### src/rtl/vote_session_ctrl_pkg.sv
// Shared types for the voting session controller: FSM state encoding and
// a small helper to count yes flags.
package vote_pkg;

    typedef enum logic [1:0] {
        S_IDLE  = 2'd0,
        S_OPEN  = 2'd1,
        S_TALLY = 2'd2,
        S_SHOW  = 2'd3
    } state_t;

    function automatic logic [1:0] popcount3(input logic [2:0] v);
        return {1'b0, v[0]} + {1'b0, v[1]} + {1'b0, v[2]};
    endfunction

endpackage

### src/rtl/vote_session_ctrl_if.sv
// Board-side bundle of the session controller: keys/buttons in, LEDs out.
interface vote_session_ctrl_if;

    logic       start;
    logic       cancel;
    logic       vote_a;
    logic       vote_b;
    logic       vote_c;
    logic       busy;
    logic       window_open;
    logic [2:0] voted;
    logic [1:0] yes_cnt;
    logic       result;
    logic       result_valid;

    modport master (
        output start, cancel, vote_a, vote_b, vote_c,
        input  busy, window_open, voted, yes_cnt, result, result_valid
    );

    modport slave (
        input  start, cancel, vote_a, vote_b, vote_c,
        output busy, window_open, voted, yes_cnt, result, result_valid
    );

endinterface

### src/rtl/vote_session_ctrl_three_voter.sv
// Combinational 2-of-3 majority element used as the session's decision logic.
module three_voter (
    input  logic a_i,
    input  logic b_i,
    input  logic c_i,
    output logic y_o
);

    assign y_o = (a_i & b_i) | (a_i & c_i) | (b_i & c_i);

endmodule

### src/rtl/vote_session_ctrl.sv
// Session sequencer: opens a timed voting window, latches sticky yes votes,
// registers the majority verdict and holds it for a fixed display period.
module vote_session_ctrl
    import vote_pkg::*;
#(
    parameter int WIN_CYCLES  = 1000,
    parameter int SHOW_CYCLES = 500
) (
    input  logic              clk,
    input  logic              rst,
    vote_session_ctrl_if.slave bus
);

    localparam int MAX_CYCLES = (WIN_CYCLES > SHOW_CYCLES) ? WIN_CYCLES : SHOW_CYCLES;
    localparam int CNT_W      = (MAX_CYCLES > 1) ? $clog2(MAX_CYCLES) : 1;
    localparam logic [CNT_W-1:0] WIN_LOAD  = CNT_W'(WIN_CYCLES - 1);
    localparam logic [CNT_W-1:0] SHOW_LOAD = CNT_W'(SHOW_CYCLES - 1);

    state_t           state_q, state_d;
    logic [CNT_W-1:0] cnt_q;
    logic [2:0]       voted_q, voted_d;
    logic [1:0]       yes_cnt_q;
    logic             result_q;
    logic             majority;
    logic [2:0]       votes;
    logic             cnt_zero;

    assign votes    = {bus.vote_c, bus.vote_b, bus.vote_a};
    assign cnt_zero = (cnt_q == '0);

    three_voter u_voter (
        .a_i (voted_q[0]),
        .b_i (voted_q[1]),
        .c_i (voted_q[2]),
        .y_o (majority)
    );

    always_ff @(posedge clk) begin
        if (rst) begin
            state_q <= S_IDLE;
        end else begin
            state_q <= state_d;
        end
    end

    // Cancel outranks both expiry and the all-voted early close.
    always_comb begin
        state_d = state_q;
        case (state_q)
            S_IDLE: begin
                if (bus.start) state_d = S_OPEN;
            end
            S_OPEN: begin
                if (bus.cancel) begin
                    state_d = S_IDLE;
                end else if (cnt_zero || (&(voted_q | votes))) begin
                    state_d = S_TALLY;
                end
            end
            S_TALLY: state_d = S_SHOW;
            S_SHOW: begin
                if (cnt_zero) state_d = S_IDLE;
            end
            default: state_d = S_IDLE;
        endcase
    end

    // One down-counter serves both the voting window and the display period.
    always_ff @(posedge clk) begin
        if (rst) begin
            cnt_q <= '0;
        end else begin
            case (state_q)
                S_IDLE:  if (bus.start) cnt_q <= WIN_LOAD;
                S_OPEN:  if (!cnt_zero) cnt_q <= cnt_q - 1'b1;
                S_TALLY: cnt_q <= SHOW_LOAD;
                S_SHOW:  if (!cnt_zero) cnt_q <= cnt_q - 1'b1;
                default: cnt_q <= '0;
            endcase
        end
    end

    always_comb begin
        voted_d = voted_q;
        if (state_q == S_IDLE && bus.start) begin
            voted_d = 3'b000;
        end else if (state_q == S_OPEN) begin
            voted_d = bus.cancel ? 3'b000 : (voted_q | votes);
        end
    end

    always_ff @(posedge clk) begin
        if (rst) begin
            voted_q   <= 3'b000;
            yes_cnt_q <= 2'd0;
            result_q  <= 1'b0;
        end else begin
            voted_q   <= voted_d;
            yes_cnt_q <= popcount3(voted_d);
            if (state_q == S_TALLY) result_q <= majority;
        end
    end

    assign bus.busy         = (state_q != S_IDLE);
    assign bus.window_open  = (state_q == S_OPEN);
    assign bus.result_valid = (state_q == S_SHOW);
    assign bus.voted        = voted_q;
    assign bus.yes_cnt      = yes_cnt_q;
    assign bus.result       = result_q;

endmodule
### src/flat_wrapper.sv
// flat-port wrapper written by rule: the top's interface ports become plain ports
module vote_session_ctrl_flat import vote_pkg::*;
#(
    parameter int WIN_CYCLES  = 1000,
    parameter int SHOW_CYCLES = 500
)
  (clk, rst, bus_start, bus_cancel, bus_vote_a, bus_vote_b, bus_vote_c, bus_busy, bus_window_open, bus_voted, bus_yes_cnt, bus_result, bus_result_valid);
  vote_session_ctrl_if bus_i ();
  input  logic clk;
  input  logic rst;
  input wire logic [$bits(bus_i.start)-1:0] bus_start;
  input wire logic [$bits(bus_i.cancel)-1:0] bus_cancel;
  input wire logic [$bits(bus_i.vote_a)-1:0] bus_vote_a;
  input wire logic [$bits(bus_i.vote_b)-1:0] bus_vote_b;
  input wire logic [$bits(bus_i.vote_c)-1:0] bus_vote_c;
  output wire logic [$bits(bus_i.busy)-1:0] bus_busy;
  output wire logic [$bits(bus_i.window_open)-1:0] bus_window_open;
  output wire logic [$bits(bus_i.voted)-1:0] bus_voted;
  output wire logic [$bits(bus_i.yes_cnt)-1:0] bus_yes_cnt;
  output wire logic [$bits(bus_i.result)-1:0] bus_result;
  output wire logic [$bits(bus_i.result_valid)-1:0] bus_result_valid;
  assign bus_i.start = bus_start;
  assign bus_i.cancel = bus_cancel;
  assign bus_i.vote_a = bus_vote_a;
  assign bus_i.vote_b = bus_vote_b;
  assign bus_i.vote_c = bus_vote_c;
  assign bus_busy = bus_i.busy;
  assign bus_window_open = bus_i.window_open;
  assign bus_voted = bus_i.voted;
  assign bus_yes_cnt = bus_i.yes_cnt;
  assign bus_result = bus_i.result;
  assign bus_result_valid = bus_i.result_valid;
  vote_session_ctrl #(.WIN_CYCLES(WIN_CYCLES), .SHOW_CYCLES(SHOW_CYCLES)) u_core (.clk(clk), .rst(rst), .bus(bus_i));
endmodule
### config.mk
export PLATFORM = sky130hd
export DESIGN_NAME = vote_session_ctrl_flat
export DESIGN_NICKNAME = d
export VERILOG_FILES = /design/src/rtl/vote_session_ctrl_pkg.sv /design/src/rtl/vote_session_ctrl_if.sv /design/src/rtl/vote_session_ctrl_three_voter.sv /design/src/rtl/vote_session_ctrl.sv /design/src/flat_wrapper.sv
export SDC_FILE = /design/constraint.sdc
export NUM_CORES = 1
export LEC_CHECK = 0
export ABC_AREA = 0
export BUFFER_PORTS_ARGS = -buffer_cell sky130_fd_sc_hd__buf_4
export CAP_MARGIN = 20
export CORE_UTILIZATION = 27
export CTS_BUF_LIST = sky130_fd_sc_hd__clkbuf_8 sky130_fd_sc_hd__clkbuf_16
export DETAILED_ROUTE_END_ITERATION = 10
export PLACE_DENSITY_LB_ADDON = 0.25
export RECOVER_POWER = 100
export SLEW_MARGIN = 20
export SYNTH_ARGS = -nofsm -noshare
export SYNTH_HDL_FRONTEND = slang
export SYNTH_SLANG_ARGS = --single-unit
### constraint.sdc
create_clock -name clk -period 2.2 [get_ports clk]
set_input_delay 0.22 -clock clk [delete_from_list [all_inputs] [get_ports clk]]
set_output_delay 0.22 -clock clk [all_outputs]
set_load 0.02 [all_outputs]
==> summary.md, run 1 <==
The flow ran to the end, and the final reports show no timing, DRC or antenna violations. CTS placed an instance of sky130_fd_sc_hd__clkbuf_8 at the clock tree root. The tools report the antenna diode count as 0. Number of placement rows: 21. TritonCTS built the clock tree.

The run gives 893 as the number of global-route vias before repair. The synthesized netlist cell count was 116. Measured along the x axis, the die boundary spans 63.23 um.

The simple-gate share of the synthesized area came out at 0.3028. After synthesis, the largest family of logic cells by area is simple AND/OR/NAND/NOR gates. For this block, the routed nets add up to 2496 um of wire. The via density per instance was 5.350; the worst-path maximum fanout was 6. The tightest min-delay check is of the in -> reg type. STA classifies the critical path endpoint as a register. The worst clock skew is 0.001855 ns, and the hold violation total from the final report is 0. Setup repair after global routing left no endpoint under its margin.

The portion of netlist area occupied by mux cells was 0.009889; the placed wire-length estimate after detailed placement was 1854 um. The final critical-path share of the clock period was 0.9104; the data arrival time of the critical path was 2.12 ns. Count of final max-slew check failures: 0. The TritonCTS sink count is 18, and the final period demand of the worst path is 2.003 ns. The layout has 391 filler cells. The routed layout has 947 vias.

The mapped netlist covers 1012 um^2. For the power after layout, the log shows 0.8734 mW. The worst setup path is launched from a register. For the final RePlAce weighted congestion, the log shows 0.8141. Net count after synthesis: 125.

At the end of the flow, the number of nets in the layout was 141. The count of endpoints failing setup in the final report was 0; the post-route DRC violation count was 0. For this run, the number of Yosys warnings is 0. Yosys mapped a number of flops with a built-in enable equal to 0. The run gives 0 as the hold-fix buffer count after cts. The total overflow left after global routing is 0. In this run the power density over the cells is 741.8 nW/um^2. The worst-margin pin slew came out at 0.4828 ns.

The post-layout worst setup margin is 0.1971 ns, and the max-slew headroom at the worst pin is 0.6698. Relative to the synthesized area, the layout overhead comes to 16.32%. After clock tree synthesis, the repair step resized 0 gates. The kind of critical path was reg -> reg. The leading cell type in the layout, fill and taps excluded is sky130_fd_sc_hd__dfxtp_1. The clock transition at the register clock pins on the worst setup and hold paths after CTS was 0.07 ns. The adder-cell share of the synthesized area is 0.03214, and the placeable core area is 3468 um^2.

The count of boundary I/O pins is 16. The tools report the highest clock rate as 499.3 MHz. Xor and xnor area share after synthesis: 0.01731. In this run the static leakage power is 0.4438 nW.

The final-layout setup total negative slack came out at 0 ns. The share of layout cells above drive strength 1 works out to 0.1527. Leaving out fill and tap cells, the most frequent cells in the layout are 18 x sky130_fd_sc_hd__dfxtp_1, 10 x sky130_fd_sc_hd__nand2_1, 9 x sky130_fd_sc_hd__a21oi_1, 9 x sky130_fd_sc_hd__buf_4, 8 x sky130_fd_sc_hd__clkbuf_1. The run gives 15 as the pin count of the biggest net entering global routing. The die is 63.23 um tall. Once layout is done, the placed cells without fillers occupy 1177 um^2. The pre-antenna-repair detailed-routing pass consisted of 4 iterations. The final design utilization was 0.3395; the required time of the critical path was 2.32 ns. The number of register bits inferred by synthesis came out at 18. The global-route wire length before repair is 4236 um, and the number of maximum-capacitance violations is 0.

The tools report the sequential cell area fraction in the yosys report as 0.3560. The post-CTS setup repair buffer count is 0, and the number of antenna-violating nets in the routed design is 0. The deepest level of the CTS H-tree is 1. The starting density of the core was 0.2918; the count of routing violations after the opening detailed-route iteration was 24.

In this run the cell area measured after placement is 1164 um^2. Buffers inserted during clock tree synthesis total 3. The area fraction of the dominant cell type after synthesis is 0.3560.

The worst reg-to-reg setup slack was 0.20 ns. The routed length per placed instance works out to 14.10 um. The run gives 0.3043 mV as the peak supply drop. The mean instance size in the synthesized netlist came out at 8.726 um^2. The fraction of registers with async set/reset is 0, and the sequential cell area is 360.3 um^2. The floorplan step defined a die boundary enclosing 3998 um^2. Buffers placed on the I/O ports in this run total 15. Ranked by total cell area, the synthesized netlist is headed by sky130_fd_sc_hd__dfxtp_1 36%, sky130_fd_sc_hd__a21oi_1 4.4%, sky130_fd_sc_hd__nand2_1 3.7%, sky130_fd_sc_hd__a311oi_1 3.5%, sky130_fd_sc_hd__or3_1 3.1%. The number of antenna violations at the first check in global routing came out at 0. The tools report the total track usage as 0.1342. The logs give 2 for the number of buffers on the longest clock path and 39 for the number of distinct library cells after synthesis. OpenSTA, run right after detailed placement, puts the worst setup slack at 0.3012 ns.

Among all flip-flop cells after synthesis, the most frequent one is sky130_fd_sc_hd__dfxtp_1. Clock latency on the worst-skew pair, taken at its later pin, is 0.25 ns. Of all cell types, the one taking the most synthesized area is sky130_fd_sc_hd__dfxtp_1. The fraction of the mapped netlist area in compound gates is 0.2262, and the area of the multi-input gates is 584.3 um^2.
through the flow:
step / std cells / hold WS [ns]
after floorplan: 116 / 0.2916
after global placement: 173 / 0.4640
after CTS: 177 / 0.2488
final: 177 / 0.2512
after detailed placement: 173 / 0.4705
after global routing: 177 / 0.2624
worst max-delay path, stage by stage, from the launching register on:
cell                        delay [ns]
sky130_fd_sc_hd__dfxtp_1          0.35
sky130_fd_sc_hd__inv_1            0.07
sky130_fd_sc_hd__ha_1             0.22
sky130_fd_sc_hd__or4b_4           0.49
sky130_fd_sc_hd__a2111oi_0        0.47
sky130_fd_sc_hd__xnor2_1          0.19
sky130_fd_sc_hd__a21oi_1          0.08
Yosys cell counts (2+ instances only):
| library cell | number |
|---|---|
| sky130_fd_sc_hd__a311oi_1 | 4 |
| sky130_fd_sc_hd__nor2b_1 | 2 |
| sky130_fd_sc_hd__nor2_1 | 4 |
| sky130_fd_sc_hd__nor3_1 | 6 |
| sky130_fd_sc_hd__buf_4 | 3 |
| sky130_fd_sc_hd__a21oi_1 | 9 |
| sky130_fd_sc_hd__and2_1 | 4 |
| sky130_fd_sc_hd__o21ai_0 | 5 |
| sky130_fd_sc_hd__inv_1 | 6 |
| sky130_fd_sc_hd__a31oi_1 | 4 |
| sky130_fd_sc_hd__nand3_1 | 4 |
| sky130_fd_sc_hd__xnor2_1 | 2 |
| sky130_fd_sc_hd__clkbuf_1 | 3 |
| sky130_fd_sc_hd__a2111oi_2 | 2 |
| sky130_fd_sc_hd__or3_1 | 5 |
| sky130_fd_sc_hd__nand2_1 | 10 |
| sky130_fd_sc_hd__dfxtp_1 | 18 |
| sky130_fd_sc_hd__nand2b_1 | 4 |
cell families after synthesis:
family                     Yosys count
DFF                                 18
and+or+nand+nor                     49
buffers and inverters               12
xor gates and xnor gates             2
AOI/OAI and AO/OA                   32
muxes                                1
adders and majority gates            2
path summary, 6_finish.rpt:
kind | depth (start not counted) | start | end
min | 2 | rst | register
min reg2reg | 2 | u_core.bus.result | u_core.bus.result
max reg2reg | 6 | u_core.cnt_q[0] | u_core.cnt_q[6]
max | 6 | u_core.cnt_q[0] | u_core.cnt_q[6]
area by class of cell:
type | instances | share of cell area
flip-flops and latches | 18 | 0.3061
multi-input cells | 86 | 0.4963
well taps | 46 | 0.04888
repair buffers | 17 | 0.08289
clock buffers | 4 | 0.04676
inverters | 6 | 0.01913
per-layer routing:
layer  global-route usage  vias to the layer above  share of wire
li1                     -                      465              -
met1               0.1816                      459           0.48
met2               0.2124                       19           0.47
met3             0.005435                        4          0.022
met4              0.07670                        0          0.021
met5                    0                        -              0
sequential cells by signal (all words and copies together), names as in the netlist, named ones only:
register,flops
u_core.bus.yes_cnt,2
u_core.bus.voted,3
u_core.bus.result,1
u_core.cnt_q,10
u_core.state_q,1
report_power, final:
part	switching [mW]	internal (mW)
clock	0.113	0.159
combinational	0.109	0.0928
sequential	0.0444	0.356
total	0.266	0.608
No activity file was read; power rests on OpenSTA's default activity.
==> run 2: changes to the inputs <==
--- a/config.mk
+++ b/config.mk
@@ -11,7 +11,6 @@
 export CORE_UTILIZATION = 27
 export CTS_BUF_LIST = sky130_fd_sc_hd__clkbuf_8 sky130_fd_sc_hd__clkbuf_16
 export DETAILED_ROUTE_END_ITERATION = 10
-export PLACE_DENSITY_LB_ADDON = 0.25
 export RECOVER_POWER = 100
 export SLEW_MARGIN = 20
 export SYNTH_ARGS = -nofsm -noshare
==> run 2 against run 1 <==
Sequential power barely moved. Cell area fell by 0.64%. Die area did not move. Cell count did not move. Worst setup slack improved by 0.021 ns. Utilization fell by 0.22 points.
==> summary.md, run 2 (synthesized netlist as in run 1, its figures left out) <==
Path category of the worst min-delay check: in -> reg. The tools report the count of final max-slew check failures as 0. At the pin with the least slew margin, the transition time is 0.7175 ns. The wire-length estimate of the detail-placed layout is 1851 um.

The startpoint identified for the worst register-to-register timing path is u_core.cnt_q[0]. Setup repair after global routing left no endpoint under its margin. Across the run, the number of max-cap violations was 0. The final critical-path share of the clock period works out to 0.9009. The cell count of the worst reg-to-reg path is 6. Once the clock tree was built, the resizer swapped 0 gates to a different size. The post-route DRC violation count came out at 0. The pin count of the biggest net entering global routing came out at 15. The starting density of the core was 0.2918. The highest clock rate is 504.5 MHz. Critical path launch point type: a register.

Data on the critical path is required at its endpoint by 2.35 ns. The switching share of total power works out to 0.3039. The library cell used most frequently in the layout, excluding fill and tap cells, is sky130_fd_sc_hd__dfxtp_1.

The hold path startpoint is rst. Share of layout cells above drive strength 1: 0.1374. The sequential cells in the finished layout cover a total of 360.3 um^2. The overall routed net length is 2441 um, and the net switching power is 0.2639 mW.

The leakage power of the design is 0.4401 nW. The flip-flop count of the largest register, all copies and words added is 10. After detailed routing, the average wire length per cell comes to 13.79 um. From bottom edge to top edge, the die measures 63.23 um.

The count of nets left with antenna violations once routing finished came out at 0. 16 I/O pins were placed. Clock tree synthesis found a total of 18 sinks. Number of global-route vias before repair: 873.

Clock tree synthesis inserted a total of 3 buffers. The finished cells cover 1170 um^2. IR analysis of the VDD net gives a maximum drop of 0.2184 mV. The run gives 393 as the filler cell count. Setup slack on the worst reg-to-reg path comes out at 0.22 ns. The tools report the post-CTS setup repair buffer count as 0.

Data on the critical path arrives at its endpoint at 2.13 ns. Compared with the post-synthesis result, the final layout area differs by 15.57%. Power spread over the standard cell area amounts to 742.5 nW/um^2. Across the routed clock network, the largest skew measured is 0.001794 ns. The worst setup path is of the reg -> reg kind.

The number of stages on the worst hold path is 2. The die covers 3998 um^2. Share of total power in sequential cells: 0.458.

The deepest level of the CTS H-tree was 1. The total number of vias is 943. The power share of the clock group is 0.309, and the aggregate global routing overflow is 0. Number of buffers on the longest clock path: 2.

The post-place instance area was 1164 um^2; the via density per instance was 5.328. The die width is 63.23 um, and the hold violation total from the final report is 0. The count of routing violations after the opening detailed-route iteration is 55, and the number of buffers added on ports is 15.

The number of nets at the end of the flow came out at 141. The tools report the critical path endpoint category as a register. The worst-path maximum fanout is 9, and the placeable core area is 3468 um^2. Clock-pin slew was measured on the worst setup and hold paths at 0.07 ns. The clock reaches the later pin of the worst-skew pair after 0.25 ns. The logs give 4 for the detailed-router iteration count before antenna repair and 0.7644 for the final RePlAce weighted congestion. Setup slack closes at 0.2180 ns.

Internal power consumption: 0.6047 mW. OpenSTA, run right after detailed placement, puts the worst setup slack at 0.2389 ns. The run gives 0.1279 as the total track usage.

Capture point of the worst reg-to-reg path: u_core.cnt_q[7]. The flow ran to the end, and the final reports show no timing, DRC or antenna violations. The run gives 0 as the count of endpoints failing setup in the final report. After the flow finishes, the layout carries non-filler instances totaling 177. In the layout the commonest cells are 18 x sky130_fd_sc_hd__dfxtp_1, 10 x sky130_fd_sc_hd__nand2_1, 9 x sky130_fd_sc_hd__a21oi_1, 9 x sky130_fd_sc_hd__buf_4, 8 x sky130_fd_sc_hd__clkbuf_1. The combinational fraction of design power is 0.233, and the global-route wire length before repair is 4029 um. The max-slew headroom at the worst pin is 0.5180, and the number of placed cells counting well taps is 173. Counting flops per register, the top entry is u_core.cnt_q. For the number of antenna violations at the first check in global routing, the log shows 0. TritonCTS built the clock tree. The final period demand of the worst path works out to 1.982 ns. Clock tree synthesis selected as its root buffer the cell sky130_fd_sc_hd__clkbuf_8. The number of placement rows was 21.

The tools report the worst hold slack after final layout as 0.2399 ns. The hold-fix buffer count after cts was 0. In the final timing run, aggregate negative setup slack is 0 ns. The area of the multi-input gates was 576.8 um^2; the antenna diode count was 0.
==> run 2: cell counts in the layout (fill, tap and decap cells not counted) <==
Identical to the previous run, type by type.
==> run 2: critical path: stages (launching register included) <==
cell and delay, ns:
sky130_fd_sc_hd__dfxtp_1 0.35, sky130_fd_sc_hd__inv_1 0.07, sky130_fd_sc_hd__ha_1 0.24, sky130_fd_sc_hd__nor4b_1 0.44
sky130_fd_sc_hd__nand4b_2 0.31, sky130_fd_sc_hd__a311o_1 0.35, sky130_fd_sc_hd__o211a_1 0.12
==> run 2: cell type report <==
| cell class | count | share of cell area |
|---|---|---|
| clock buffer | 4 | 0.04706 |
| inverter | 6 | 0.01925 |
| multi-input combinational | 86 | 0.4930 |
| sequential | 18 | 0.3080 |
| tap | 46 | 0.04920 |
| timing repair buffer | 17 | 0.08342 |
==> run 2: power groups by stage <==
stage | clock (mW) | sequential [mW] | combinational, mW
finish | 0.269 | 0.398 | 0.202
global route | 0.289 | 0.402 | 0.221
CTS | 0.277 | 0.398 | 0.219
detailed placement | 0 | 0.406 | 0.218
global placement | 0 | 0.404 | 0.211
floorplan | 0 | 0.398 | 0.158
==> run 2: metrics by stage <==
step,util,power (mW)
3_5_place_dp,0.3355,0.6234
6_report,0.3373,0.8686
5_1_grt,0.3373,0.9125
2_1_floorplan,-,0.5564
4_1_cts,0.3514,0.8941
3_3_place_gp,0.3355,0.6152
==> run 2: metal layers <==
metal / part of all wire / vias to the layer above / track usage
met4: 0.020 / 0 / 0.06818
met3: 0.020 / 4 / 0.01630
met2: 0.48 / 13 / 0.1989
met1: 0.48 / 465 / 0.1709
li1: - / 461 / -
met5: 0 / - / 0
==> run 2: how the worst max path moves through the flow <==
stage,from,end,slack [ns]
floorplan,u_core.cnt_q[0],u_core.cnt_q[6],0.47
global route,u_core.cnt_q[0],u_core.cnt_q[8],0.11
finish,u_core.cnt_q[0],u_core.cnt_q[7],0.22
global placement,u_core.cnt_q[0],u_core.cnt_q[7],0.37
detailed placement,u_core.cnt_q[0],u_core.cnt_q[7],0.24
CTS,u_core.cnt_q[0],u_core.cnt_q[7],0.23
==> run 3: changes to the inputs <==
--- a/config.mk
+++ b/config.mk
@@ -5,7 +5,7 @@
 export SDC_FILE = /design/constraint.sdc
 export NUM_CORES = 1
 export LEC_CHECK = 0
-export ABC_AREA = 0
+export ABC_AREA = 1
 export BUFFER_PORTS_ARGS = -buffer_cell sky130_fd_sc_hd__buf_4
 export CAP_MARGIN = 20
 export CORE_UTILIZATION = 27
==> run 3 against run 2 <==
Sequential share of layout area fell by 1.8 points. Hold slack improved by 0.0087 ns. Cell count rose by 27%. Sequential cell count is the same. Global-route usage rose by 0.11 points. Die area grew 8.5%.
==> summary.md, run 3 <==
The synthesized design spends more area on one cell type than any other, namely sky130_fd_sc_hd__dfxtp_1. After global routing the overflow that remains totals 0. For this run, the number of Yosys warnings is 0. The register with the most flip-flops in the layout has 10 of them.

The critical path launch point type is a register. Ranked by total cell area, the synthesized netlist is headed by sky130_fd_sc_hd__dfxtp_1 33%, sky130_fd_sc_hd__nand2_1 12%, sky130_fd_sc_hd__inv_1 11%, sky130_fd_sc_hd__nand3_1 7.3%, sky130_fd_sc_hd__nor2_1 5.8%. u_core.cnt_q holds more flip-flops than any other register. The tools report the final design area excluding fillers as 1241 um^2.

In this run, placement finished with an instance count of 221. The placed instances occupy a cell area of 1244 um^2. The routed design has 2365 um of wire.

The post-synthesis cell area is 1101 um^2. Synthesis instantiated 28 different standard cells from the library. Data on the critical path is required at its endpoint by 2.34 ns. Summing over every cut layer, the via total after detailed routing is 1,027.

The max-slew headroom at the worst pin was 0.7786. The share of layout cells above drive strength 1 came out at 0.1186. The run gives 0 as the post-CTS setup repair buffer count. Based on the critical path, the design can be clocked at up to 527.6 MHz. The number of register bits inferred by synthesis came out at 18. After the first detailed-routing iteration, the DRC count stood at 28. Port buffering added 15 buffers. The tools report the sequential cell area fraction in the yosys report as 0.3273.

The largest individual stage delay along the critical path comes from the cell sky130_fd_sc_hd__dfxtp_1. The tools report the sequential cell area as 360.3 um^2. TritonCTS built the clock tree.

The first global-routing pass estimated 4264 um of wire. For the deepest level of the CTS H-tree, the log shows 1. Setup violations remaining at the end of the flow were counted as 0. The tools report the latest clock arrival within the worst-skew pair as 0.26 ns. The logs give 0.3045 ns for the post-layout worst setup margin and 4338 um^2 for the die footprint. The final design utilization is 0.3267. For the placement-stage worst setup slack, the log shows 0.4395 ns. The number of buffers on the longest clock path is 2. The congestion estimate from routability-driven global placement came to 0.8289. The run gives 0 as the antenna diode count. Fill cells in the final layout number 426. The library cell used most frequently in the layout, excluding fill and tap cells, is sky130_fd_sc_hd__nand2_1. The library cells used most frequently in the layout, excluding fill and tap cells, are 36 x sky130_fd_sc_hd__nand2_1, 31 x sky130_fd_sc_hd__inv_1, 18 x sky130_fd_sc_hd__dfxtp_1. The number of nets at the end of the flow was 187; the delay contributed by the slowest stage of the critical path was 0.30 ns. The commonest cells after synthesis are 34 x sky130_fd_sc_hd__nand2_1, 31 x sky130_fd_sc_hd__inv_1, 18 x sky130_fd_sc_hd__dfxtp_1, 17 x sky130_fd_sc_hd__nor2_1, 16 x sky130_fd_sc_hd__nand3_1. The chip height came out at 65.86 um. The most frequent cell after synthesis is sky130_fd_sc_hd__nand2_1. The path class of the tightest hold or removal check is in -> reg. Placed wire-length estimate after detailed placement: 1846 um. The cell count after synthesis came out at 162.

After detailed routing, the number of remaining DRC violations is 0. The hold-fix buffer count after cts is 0, and the worst-margin pin slew is 0.3309 ns. The starting density of the core was 0.2899.

For the finished layout, the period the worst path requires is 1.895 ns. The area of the multi-input gates came out at 563.0 um^2. Number of global-route vias before repair: 993. The CTS root buffer was sky130_fd_sc_hd__clkbuf_8. The area growth from synthesis to layout is 12.73%. Setup repair after global routing left no endpoint under its margin. After detailed routing, the average wire length per cell comes to 10.51 um. For the number of placement rows, the log shows 22. Counting every net in the synthesized netlist gives 171. The core region is 3799 um^2. Overall power consumption after layout is estimated at 1.001 mW. In this run, CTS created clock tree buffers numbering 3.

Walking the worst path, the cells encountered are inv_1 -> ha_1 -> nand2_1 -> nor2_8 -> nand3_4 -> nand2_1 -> inv_1 -> nand3_1 -> a21oi_2. Critical path endpoint category: a register. In the routed layout, each cell is associated on average with a via count of 4.564. The die width works out to 65.86 um. For this run, the leading register cell type out of synthesis is sky130_fd_sc_hd__dfxtp_1. The kind of critical path is reg -> reg.

The flow ran to the end, and the final reports show no timing, DRC or antenna violations. The number of enable-type register cells in the synthesized netlist is 0, and the count of final max-slew check failures is 0. Clock-pin slew was measured on the worst setup and hold paths at 0.07 ns. The tools report the detailed-router iteration count before antenna repair as 4.

Counting every sink on the clock net gives 18. The mean instance size in the synthesized netlist came out at 6.797 um^2. Entering global routing, the biggest net connects 16 pins. On the final layout, the worst hold slack is 0.2486 ns. The logs give 0.1290 for the total track usage and 0.3218 mV for the peak supply drop. The family with the most delay on the worst path was simple AND/OR/NAND/NOR gates.

Once the clock tree was built, the resizer swapped 0 gates to a different size. The number of maximum-capacitance violations is 0, and the worst clock skew is 0.005066 ns. At the worst endpoint, the arrival time is 2.04 ns.

The count of boundary I/O pins was 16; the fraction of registers with async set/reset was 0. For the number of antenna violations at the first check in global routing, the log shows 0. Excluding fillers, the count of instances in the completed layout stands at 225.

The critical path contains buffers and inverters numbering 2 combined. The final critical-path share of the clock period works out to 0.8616. The hold violation total from the final report is 0, and the area fraction of the dominant cell type after synthesis is 0.3273. Number of antenna-violating nets in the routed design: 0. Of all nets on the critical path, the largest fanout is 9. The final-layout setup total negative slack is 0 ns, and the power density relative to cell area is 806.6 nW/um^2. The leakage power of the design came out at 0.6009 nW.
==> run 3: logic make-up after synthesis <==
logic type,after synthesis,share of synthesized area
AOI/OAI and AO/OA,20,0.1102
buffers and inverters,36,0.1398
adders and majority gates,2,0.02954
xor gates and xnor gates,2,0.01591
DFF,18,0.3273
and+or+nand+nor,84,0.3773
==> run 3: path summary, 6_finish.rpt <==
path | from | to | slack (ns) | cells past startpoint
max | u_core.cnt_q[0] | u_core.cnt_q[3] | 0.30 | 9
max reg2reg | u_core.cnt_q[0] | u_core.cnt_q[3] | 0.30 | 9
min | rst | u_core.cnt_q[9] | 0.25 | 2
min reg2reg | u_core.bus.result | u_core.bus.result | 0.47 | 2
==> run 3: where the power goes <==
part           internal [mW]  switching (mW)
logic                  0.114           0.215
registers              0.364          0.0375
clock network          0.159           0.112
total                  0.636           0.365
==> run 3: cell type report <==
class,instances,share of cell area
inverters,31,0.09375
multi-input cells,108,0.4536
flip-flops and latches,18,0.2903
clock buffers,4,0.04435
repair buffers,16,0.06956
well taps,48,0.04839
==> run 3: per-layer routing <==
layer | routed length, um | global-route usage | vias to the layer above
met2 | 1061 | 0.2092 | 15
met5 | 0 | 0 | -
met4 | 54 | 0.06522 | 0
li1 | - | - | 536
met3 | 72 | 0.02586 | 5
met1 | 1176 | 0.1599 | 471
